$ cat config.mk
export PLATFORM = sky130hd
export DESIGN_NAME = ofdm_dout_byte_serializer
export DESIGN_NICKNAME = d
export VERILOG_FILES = /design/src/rtl/ofdm_dout_byte_serializer.sv
export SDC_FILE = /design/constraint.sdc
export NUM_CORES = 1
export LEC_CHECK = 0
export ABC_AREA = 0
export BUFFER_PORTS_ARGS = -buffer_cell sky130_fd_sc_hd__buf_2
export CELL_PAD_IN_SITES_DETAIL_PLACEMENT = 1
export CELL_PAD_IN_SITES_GLOBAL_PLACEMENT = 1
export CORE_MARGIN = 4
export CORE_UTILIZATION = 36
export DETAILED_ROUTE_END_ITERATION = 8
export GPL_TIMING_DRIVEN = 1
export PLACE_DENSITY_LB_ADDON = 0.08
export SKIP_CTS_REPAIR_TIMING = 1
export SLEW_MARGIN = 20
export SYNTH_ARGS = -nofsm -noshare
export SYNTH_HDL_FRONTEND = slang
export SYNTH_SLANG_ARGS = --single-unit
$ cat constraint.sdc
create_clock -name Clk -period 6.7 [get_ports Clk]
set_input_delay 0.335 -clock Clk [delete_from_list [all_inputs] [get_ports Clk]]
set_output_delay 0.335 -clock Clk [all_outputs]
set_load 0.01 [all_outputs]
$ cat src/rtl/ofdm_dout_byte_serializer.sv
// ofdm_dout_byte_serializer
// Buffers 48-bit decoder words in a small FIFO and replays each word as a
// sequence of bytes, most significant byte first, on a valid/ready stream.
// Words pushed while the FIFO is full (and nothing leaves that cycle) are
// dropped and reported through a sticky Overflow flag.
module ofdm_dout_byte_serializer #(
    parameter int WORD_W = 48,
    parameter int BYTE_W = 8,
    parameter int DEPTH  = 4
) (
    input  logic                     Clk,
    input  logic                     Reset,
    input  logic                     PushOut,
    input  logic [WORD_W-1:0]        DataOut,
    output logic                     ByteValid,
    input  logic                     ByteReady,
    output logic [BYTE_W-1:0]        ByteData,
    output logic                     LastByte,
    output logic                     Overflow,
    output logic [$clog2(DEPTH):0]   Level
);

    localparam int NBYTES = WORD_W / BYTE_W;
    localparam int AW     = $clog2(DEPTH);
    localparam int LW     = AW + 1;
    localparam int CW     = $clog2(NBYTES);

    localparam logic [CW-1:0] LAST_IDX = CW'(NBYTES - 1);
    localparam logic [LW-1:0] FULL_LVL = LW'(DEPTH);

    typedef enum logic [0:0] {
        ST_IDLE  = 1'b0,
        ST_SHIFT = 1'b1
    } state_t;

    state_t                state_r, state_s;
    logic [WORD_W-1:0]     mem_r [DEPTH];
    logic [AW-1:0]         wr_ptr_r, rd_ptr_r;
    logic [LW-1:0]         level_r;
    logic                  ovf_r;
    logic [WORD_W-1:0]     shift_r, shift_s;
    logic [CW-1:0]         idx_r, idx_s;
    logic                  valid_r, valid_s;
    logic                  last_r, last_s;
    logic                  pop_s, wr_s, full_s, nempty_s, fire_s;
    logic [WORD_W-1:0]     head_s;

    // FIFO status, write qualification and byte handshake decode
    always_comb begin
        full_s   = (level_r == FULL_LVL);
        nempty_s = (level_r != {LW{1'b0}});
        wr_s     = PushOut & (~full_s | pop_s);
        head_s   = mem_r[rd_ptr_r];
        fire_s   = valid_r & ByteReady;
    end

    // FIFO storage; no reset needed because Level gates every read
    always_ff @(posedge Clk) begin
        if (wr_s) begin
            mem_r[wr_ptr_r] <= DataOut;
        end
    end

    // FIFO pointers, occupancy and sticky overflow flag
    always_ff @(posedge Clk) begin
        if (Reset) begin
            wr_ptr_r <= {AW{1'b0}};
            rd_ptr_r <= {AW{1'b0}};
            level_r  <= {LW{1'b0}};
            ovf_r    <= 1'b0;
        end else begin
            if (wr_s) begin
                wr_ptr_r <= wr_ptr_r + AW'(1);
            end
            if (pop_s) begin
                rd_ptr_r <= rd_ptr_r + AW'(1);
            end
            case ({wr_s, pop_s})
                2'b10:   level_r <= level_r + LW'(1);
                2'b01:   level_r <= level_r - LW'(1);
                default: level_r <= level_r;
            endcase
            if (PushOut && full_s && !pop_s) begin
                ovf_r <= 1'b1;
            end
        end
    end

    // Serializer state register and registered byte-stream outputs
    always_ff @(posedge Clk) begin
        if (Reset) begin
            state_r <= ST_IDLE;
            shift_r <= {WORD_W{1'b0}};
            idx_r   <= {CW{1'b0}};
            valid_r <= 1'b0;
            last_r  <= 1'b0;
        end else begin
            state_r <= state_s;
            shift_r <= shift_s;
            idx_r   <= idx_s;
            valid_r <= valid_s;
            last_r  <= last_s;
        end
    end

    // Next-state logic: load a word from the FIFO, step one byte per fire,
    // chain straight into the next word when one is waiting
    always_comb begin
        state_s = state_r;
        shift_s = shift_r;
        idx_s   = idx_r;
        valid_s = valid_r;
        last_s  = last_r;
        pop_s   = 1'b0;
        case (state_r)
            ST_IDLE: begin
                valid_s = 1'b0;
                last_s  = 1'b0;
                if (nempty_s) begin
                    pop_s   = 1'b1;
                    shift_s = head_s;
                    idx_s   = LAST_IDX;
                    valid_s = 1'b1;
                    last_s  = (LAST_IDX == {CW{1'b0}});
                    state_s = ST_SHIFT;
                end else begin
                    state_s = ST_IDLE;
                end
            end
            ST_SHIFT: begin
                if (!fire_s) begin
                    // stalled: every output register holds its value
                    state_s = ST_SHIFT;
                end else if (idx_r != {CW{1'b0}}) begin
                    shift_s = shift_r << BYTE_W;
                    idx_s   = idx_r - CW'(1);
                    last_s  = (idx_r == CW'(1));
                end else if (nempty_s) begin
                    pop_s   = 1'b1;
                    shift_s = head_s;
                    idx_s   = LAST_IDX;
                    valid_s = 1'b1;
                    last_s  = (LAST_IDX == {CW{1'b0}});
                end else begin
                    shift_s = shift_r << BYTE_W;
                    valid_s = 1'b0;
                    last_s  = 1'b0;
                    state_s = ST_IDLE;
                end
            end
            default: begin
                state_s = ST_IDLE;
                valid_s = 1'b0;
                last_s  = 1'b0;
            end
        endcase
    end

    assign ByteValid = valid_r;
    assign ByteData  = shift_r[WORD_W-1 -: BYTE_W];
    assign LastByte  = last_r;
    assign Overflow  = ovf_r;
    assign Level     = level_r;

endmodule

### Word-level counts from Yosys, hierarchy flattened

Memory sizes are Yosys's and may differ from the RTL's. A register that Yosys moved wholly into a read port is not among the register bits.
Cells that the tools add are included.

| word-level totals | value |
|---|---|
| flip-flop bits (word level) | 62 |
| bits in latches | 0 |
| RAM bits | 192 |
| bits in read-only memories | 0 |
| input port bits | 52 |
| logic and storage cells | 62 |
| memories | 1 |

Memory list:

| memory | words | width | read ports | clocked after Yosys merged registers in | wr ports | line | source |
|---|---|---|---|---|---|---|---|
| mem_r | 4 | 48 | 1 | 1 | 1 | 37 | `logic [WORD_W-1:0] mem_r [DEPTH];` |

| operators by class | value |
|---|---|
| add/subtract/negate cells | 5 |
| multiply operators | 0 |
| divide/modulo/power cells | 0 |
| $lt $le $gt $ge | 0 |
| eq/ne operators | 7 |
| shift operators | 0 |
| multiplexer cells | 27 |
| bitwise gates (word level) | 5 |
| reduce and logical (&&, ||, !) cells | 8 |

Operators by type and width:

| operator | count |
|---|---|
| 48-bit 2-to-1 mux | 4 |
| 48-bit one-hot mux with 2 select lines | 1 |
| 3-bit one-hot mux with 2 select lines | 2 |
| 1-bit 2-to-1 mux | 11 |
| 3-bit 2-to-1 mux | 3 |
| 1-bit one-hot mux with 2 select lines | 4 |
| 3-bit nonzero test | 2 |
| 3-bit by 1-bit subtractor with 3-bit output, second input constant | 2 |
| 2-bit by 1-bit adder with 2-bit output, second input constant | 2 |
| 2-bit 2-to-1 mux | 2 |
| 2-bit inequality test, second input constant | 2 |
| 2-bit AND reduction | 2 |
| 3-bit by 1-bit adder with 3-bit output, second input constant | 1 |
| 3-bit by 1-bit equality test with 1-bit output, second input constant | 1 |
| 3-bit equality test, second input constant | 1 |
| 1-bit AND | 2 |
| 2-bit by 1-bit equality test with 1-bit output, second input constant | 1 |
| 2-bit equality test, second input constant | 1 |
| 1-bit logical AND | 2 |
| 2-bit by 1-bit inequality test with 1-bit output, second input constant | 1 |
| 1-bit NOT | 2 |
| 2-bit nonzero test | 1 |
| 1-bit zero test | 1 |
| 1-bit bitwise OR | 1 |

### Depth between registers and ports, before layout

Gate-level depths: netlist of the first run.

| depth | value |
|---|---|
| word-level depth | 9 |
| depth in mapped cells | 11 |

### Least setup slack after synthesis of the first run

No wires, ideal clock.

| timing | value |
|---|---|
| kind | reg2reg |
| start point | register idx_r[0] |
| end point | memory mem_r[0][0] (enable) |
| arrival time | 2346 ps |
| required time | 6290 ps |
| setup slack | 3944 ps |
| cell stages (with the launch flop) | 6 |
| period minus slack after synthesis | 2756 ps |
| path through | dfxtp_1 > inv_1 > ha_1 > nand4b_2 > a41oi_2 > and2_1 |

| on the way | value |
|---|---|
| cells in the longest elaborated chain, start to end | 8 |

RTL lines:

| item | line | source |
|---|---|---|
| from (decl) | 42 | `logic [CW-1:0] idx_r, idx_s;` |
| from (signal assigned) | 94 | `idx_r <= {CW{1'b0}};` |
| from (signal assigned) | 100 | `idx_r <= idx_s;` |
| 3-bit nonzero test | 134 | `end else if (idx_r != {CW{1'b0}}) begin` |
| 1-bit 2-to-1 mux | 134 |  |
| 1-bit 2-to-1 mux | 131 | `if (!fire_s) begin` |
| 1-bit one-hot mux with 2 select lines | 115 | `case (state_r)` |
| 1-bit bitwise OR | 52 | `wr_s = PushOut & (~full_s \| pop_s);` |
| 1-bit AND | 52 |  |
| 1-bit 2-to-1 mux | 59 | `if (wr_s) begin` |
| 1-bit 2-to-1 mux (not written as such) | 60 | `mem_r[wr_ptr_r] <= DataOut;` |
| to (decl) | 37 |  |

Every way passes these cells.

### Worst setup path in the final report of the first run

| timing | value |
|---|---|
| start point | register idx_r[0] |
| end point | register level_r[1] (netlist: Level[1]) |

| on the way | value |
|---|---|
| cells in the longest elaborated chain, start to end | 8 |
| elaborated cells between the ends (all ways) | 10 |
| those cells by class | 2 x eq/ne; 4 x mux; 2 x bitwise; 2 x reduce/logical |

RTL lines:

| item | line | source |
|---|---|---|
| 3-bit nonzero test (*) | 134 |  |
| 1-bit 2-to-1 mux (*) | 134 |  |
| 1-bit 2-to-1 mux (*) | 131 |  |
| 1-bit one-hot mux with 2 select lines (*) | 115 |  |
| 1-bit bitwise OR | 52 |  |
| 1-bit AND | 52 |  |
| 2-bit by 1-bit equality test with 1-bit output or 2-bit equality test (tied branches) | 78 | `case ({wr_s, pop_s})` |
| 3-bit one-hot mux with 2 select lines or 2-bit nonzero test (tied branches) | - |  |
| to (signal assigned) | 79 | `2'b10: level_r <= level_r + LW'(1);` |
| to (signal assigned) | 80 | `2'b01: level_r <= level_r - LW'(1);` |
| to (signal assigned) | 81 | `default: level_r <= level_r;` |
| to (decl) | 39 | `logic [LW-1:0] level_r;` |

Mark *: on every way between the ends. The rest lies on a longest branch, timed or not.
A chain may end at the register's enable or synchronous reset.

==> out/results.txt, run 1 <==
relative slew slack -> 30.1%
IO Port Bufs -> 65
Routed Antenna Nets -> 0
I/O pin total -> 66
drt drc -> 0
Mapped Area -> 9870 um2
floorplan row count -> 60
Pwr Density -> 425 nW/um2
commonest cells in the netlist -> edfxtp_1, dfxtp_1, a21oi_1
register area share after synthesis -> 71.4%
drt wl/cell -> 20.9 um
Vias -> 5,384
Req. time, crit path -> 7.12 ns
Initial Utilization -> 36.6%
met1 Track Usage GR -> 19.5%
Mapped Nets -> 673
CP endpoint -> Level[1]
Critical Path Source Type -> flip-flop
Max-Cap Viols -> 0
met2 usage -> 23.7%
Pre-antenna DRT Iters -> 4
critical path class -> flip-flop to flip-flop
GRT busiest layer -> met2
sequential cell area -> 7050 um2
Final Setup Violations -> 0
synth unique cells -> 46
Layout Skew -> 0.0110 ns
syn_area_per_cell -> 16.1 um2
count leader, synth -> edfxtp_1
number of fill cells -> 2,666
worst-skew pair later-pin latency -> 0.53 ns
Die H -> 174 um
Slew @ Worst Pin -> 1.05 ns
core region area -> 27,000 um2
max frequency -> 383 MHz
DR iter-0 viols -> 267
Syn Inst Count -> 613
deepest clock path buffer count -> 3
Post-synth EDFFs -> 192
Reg2Reg Setup Slack -> 4.09 ns
Synth async-reset ratio -> 0%
grt ovf -> 0
DIE AREA -> 30,100 um2
Yosys warnings -> 0
P_leak -> 0.00389 uW
largest net degree at the start of global routing -> 51
max-slew violation count -> 0
post-DP HPWL -> 12,800 um
die width -> 174 um
nets -> 730
Synth area leader -> edfxtp_1
R2R Path Start -> idx_r[0]
Worst Setup End Kind -> flip-flop
run status -> finished clean
Root Buffer -> clkbuf_16
Yosys reg bits -> 256
crit-path max FO -> 8
multi-input logic area -> 2580 um2
ANT cells -> 0
number of global-route vias before repair -> 5,870
GR Util met3 -> 2.68%
final wirelength -> 21,500 um
worst hold path class -> input pin to flip-flop
htree depth -> 1
vias per cell -> 5.22
top cells by area, synth -> edfxtp_1, dfxtp_1, mux4_2
RSZ-0062 raised after global routing -> no
gr usage total -> 14.2%
WP data arrival -> 3.03 ns
routability cong. -> 0.682
Tcrit/Tclk final -> 39.0%
Worst Setup SP -> idx_r[0]
CTS Buf Count -> 27
first-pass GRT wire length -> 34,000 um
Peak VDD IR -> 0.174 mV
Reg-to-Reg End -> Level[1]
Hold WS -> 0.0187 ns
Sum Neg Setup Slack -> 0 ns
Hold Fails Final Rpt -> 0
Synth Flop Type -> edfxtp_1
Clock transition at path regs -> 0.06 ns
Final Critical Period -> 2.61 ns
layout cells sized above 1 -> 25.7%
Synth top area share -> 58.4%
area delta synth->final -> 15.1%
CTS tree -> built
clk sinks -> 256
initial antenna violation count -> 1
worst reg2reg path depth -> 10
cell type report:
type	instances	area share (%)
Timing Repair Buffer	73	3.61
Multi-Input combinational cell	302	22.7
Sequential cell	256	62.1
Clock inverter	10	0.749
Tap cell	341	3.76
Inverter	10	0.330
Clock buffer	39	6.78
power by group:
part	total [uW]	switching (uW)	internal, uW
sequential	2110	166	1940
clock	1430	591	836
combinational	1300	770	530
how the worst min path moves through the flow:
| stage | start | end | cells past startpoint |
|---|---|---|---|
| floorplan | DataOut[0] | mem_r[0][0] | 0 |
| finish | DataOut[14] | mem_r[0][14] | 1 |
| CTS | DataOut[14] | mem_r[0][14] | 1 |
| global placement | Overflow | Overflow | 2 |
| global route | DataOut[2] | mem_r[1][2] | 1 |
| detailed placement | Overflow | Overflow | 2 |
state kept, by name, indices dropped and copies added, names as in the netlist, named ones only:
signal,flops
rd_ptr_r,2
wr_ptr_r,2
Overflow,1
ByteValid,1
LastByte,1
idx_r,3
mem_r,192
state_r,1
Level,3
shift_r,48
critical path: stages (launching register included):
cell and delay [ns]:
dfxtp_1 0.32, inv_1 0.11, ha_1 0.27, nand4b_2 0.26, a21oi_1 0.26, nand2_1 0.10, fa_1 0.51, nor2_1 0.06
a2111oi_0 0.40, nor4_1 0.10, o31a_1 0.12
layout by cell type, fill, tap and decap left out, types with 2 or more instances in the layout:
cell,instances
buf_4,6
edfxtp_1,192
clkbuf_8,5
dfxtp_1,62
xnor2_1,3
a2111oi_0,2
nor2_1,44
o21ai_0,15
nand2b_1,3
and2_4,4
clkinv_4,2
clkbuf_16,27
nand3b_1,2
o21a_1,2
a22oi_1,8
ha_1,7
inv_1,10
buf_2,65
clkbuf_1,7
nor4_1,2
nand2_1,43
a21oi_1,61
o22ai_1,2
a211oi_1,29
a21boi_0,2
clkinv_2,6
mux4_2,48
buf_12,2
kinds of logic after synthesis:
kind of cell	Yosys count	synth area share [%]
compound gates	131	8.18
xor+xnor	4	0.355
fa+ha+maj	8	1.09
buf+inv	55	2.74
flops	256	71.4
mux	51	11.3
simple gates	108	4.97
layer usage:
metal | vias to the layer above | wire length (um) | part of all wire, %
met3 | 30 | 921 | 4.3
met1 | 2775 | 9760 | 45
met2 | 102 | 10400 | 48
met4 | 2 | 389 | 1.8
met5 | - | 17 | 0.079
li1 | 2475 | - | -
per-stage QoR:
| stage | instances | setup slack [ns] | power [uW] | util (%) | instance area (um2) |
|---|---|---|---|---|---|
| after global routing | 1031 | 3.87 | 5140 | 42.2 | 11400 |
| after detailed placement | 982 | 4.10 | 3480 | 39.0 | 10500 |
| after CTS | 1031 | 4.09 | 4920 | 42.2 | 11400 |
| after global placement | 980 | 4.19 | 3430 | 38.8 | 10500 |
| after floorplan | 613 | 3.94 | 3060 | - | 9870 |
| final | 1031 | 4.09 | 4830 | 42.2 | 11400 |
Power figures use the tool's default switching activity.
==> inputs of run 2 (changes only) <==
- clock period: 6.7 -> 2.3 ns (I/O delays scaled with it)
==> out/results.txt, run 2 (same netlist as run 1, synthesis figures left out) <==
core region area -> 27,000 um2
critical path, cell by cell -> inv_2 -> ha_4 -> nand4b_4 -> a21oi_4 -> nand2_2 -> fa_1 -> nor2_2 -> a21boi_1 -> nor4_1 -> o31a_1
Layout Skew -> 0.0161 ns
crit-path max FO -> 4
worst-skew pair later-pin latency -> 0.55 ns
Final Critical Period -> 2.19 ns
DR iter-0 viols -> 332
I/O pin total -> 66
Max-Cap Viols -> 0
CP Depth -> 10
deepest clock path buffer count -> 3
WP data arrival -> 2.67 ns
Top Registers -> mem_r (192), shift_r (48)
IO Port Bufs -> 65
DIE AREA -> 30,100 um2
routability cong. -> 0.723
Pre-antenna DRT Iters -> 5
CP endpoint -> Level[1]
Reg2Reg Setup Slack -> 0.11 ns
vias per cell -> 5.16
commonest non-fill, non-tap cells in the layout -> edfxtp_1, buf_2, dfxtp_1, a21oi_1, dlygate4sd3_1
largest net degree at the start of global routing -> 49
Hold WS -> 0.0293 ns
most common cell after layout, fill and taps aside -> edfxtp_1
post-DP HPWL -> 13,900 um
max-slew violation count -> 0
ANT cells -> 0
first-pass GRT wire length -> 35,500 um
worst reg2reg path depth -> 10
critical path's largest stage delay -> 0.50 ns
slowest cell on the critical path -> fa_1
Final Setup Violations -> 0
drt wl/cell -> 20.8 um
run status -> finished clean
Req. time, crit path -> 2.79 ns
Clock transition at path regs -> 0.06 ns
number of global-route vias before repair -> 6,024
nets -> 801
Die H -> 174 um
Pwr Density -> 1210 nW/um2
Sum Neg Setup Slack -> 0 ns
Final Core Density -> 45.3%
Reg-to-Reg End -> Level[1]
worst hold path class -> input pin to flip-flop
crit-path leading delay family -> adder cells
gr usage total -> 15.0%
Largest register FFs -> 192
Peak VDD IR -> 0.604 mV
Vias -> 5,695
floorplan row count -> 60
Critical Path Source Type -> flip-flop
drt drc -> 0
P_leak -> 0.00424 uW
critical path buffer and inverter count -> 1
Initial Utilization -> 36.6%
die width -> 174 um
area delta synth->final -> 23.6%
critical path class -> flip-flop to flip-flop
initial antenna violation count -> 0
fin cells -> 1,104
Root Buffer -> clkbuf_16
placed cells -> 997
relative slew slack -> 62.5%
final wirelength -> 23,000 um
R2R Path Start -> idx_r[0]
Tcrit/Tclk final -> 95.1%
Worst Setup End Kind -> flip-flop
clk sinks -> 256
layout cells sized above 1 -> 26.2%
most flop-heavy register -> mem_r
CTS Buf Count -> 28
htree depth -> 1
Worst Setup SP -> idx_r[0]
Hold Fails Final Rpt -> 0
Slew @ Worst Pin -> 0.562 ns
grt ovf -> 0
Routed Antenna Nets -> 0
CTS tree -> built
max frequency -> 457 MHz
run 2: cell types whose count changed in the layout (fill, tap and decap cells not counted), sizes merged:
cell,before,now
dlygate4sd3,0,49
buf,73,94
clkbuf,39,45
clkinv,8,6
clkinvlp,1,0
run 2: how the worst min path moves through the flow:
stage | start | cells past startpoint | endpoint | slack (ns)
floorplan | DataOut[0] | 0 | mem_r[0][0] | 0.21
global placement | DataOut[11] | 1 | mem_r[3][11] | 0.33
detailed placement | DataOut[32] | 1 | mem_r[2][32] | 0.34
CTS | DataOut[32] | 1 | mem_r[2][32] | -0.25
global route | Reset | 2 | shift_r[1] | 0.05
finish | Reset | 2 | Overflow | 0.03
run 2: power breakdown:
group	total, uW	internal [uW]	switching [uW]	leakage [uW]
Sequential	6020	5650	371	0.00229
Clock	4230	2500	1730	0.000422
Combinational	4450	1920	2530	0.00153
run 2: stage by stage:
step	power, uW	area, um2	setup slack (ns)
global placement	10400	10800	0.168
global route	15600	12200	-0.0347
detailed placement	10500	10800	0.0371
finish	14700	12200	0.114
CTS	14800	11600	0.0448
floorplan	8960	9910	0.0262
run 2: final cells by class:
cell class	instances	area [um2]
fill	2590	14800
sequential	256	7050
multi-input combinational	302	2620
timing repair buffer	143	1180
clock buffer	45	806
tap	341	427
clock inverter	7	67.6
inverter	10	40.0
run 2: metal layers:
metal	global-route usage, %	vias to the layer above	share of wire, %
met2	25.2	102	49
li1	-	2631	-
met5	0	-	0
met1	20.7	2935	45
met4	3.50	0	1.5
met3	2.46	27	3.7
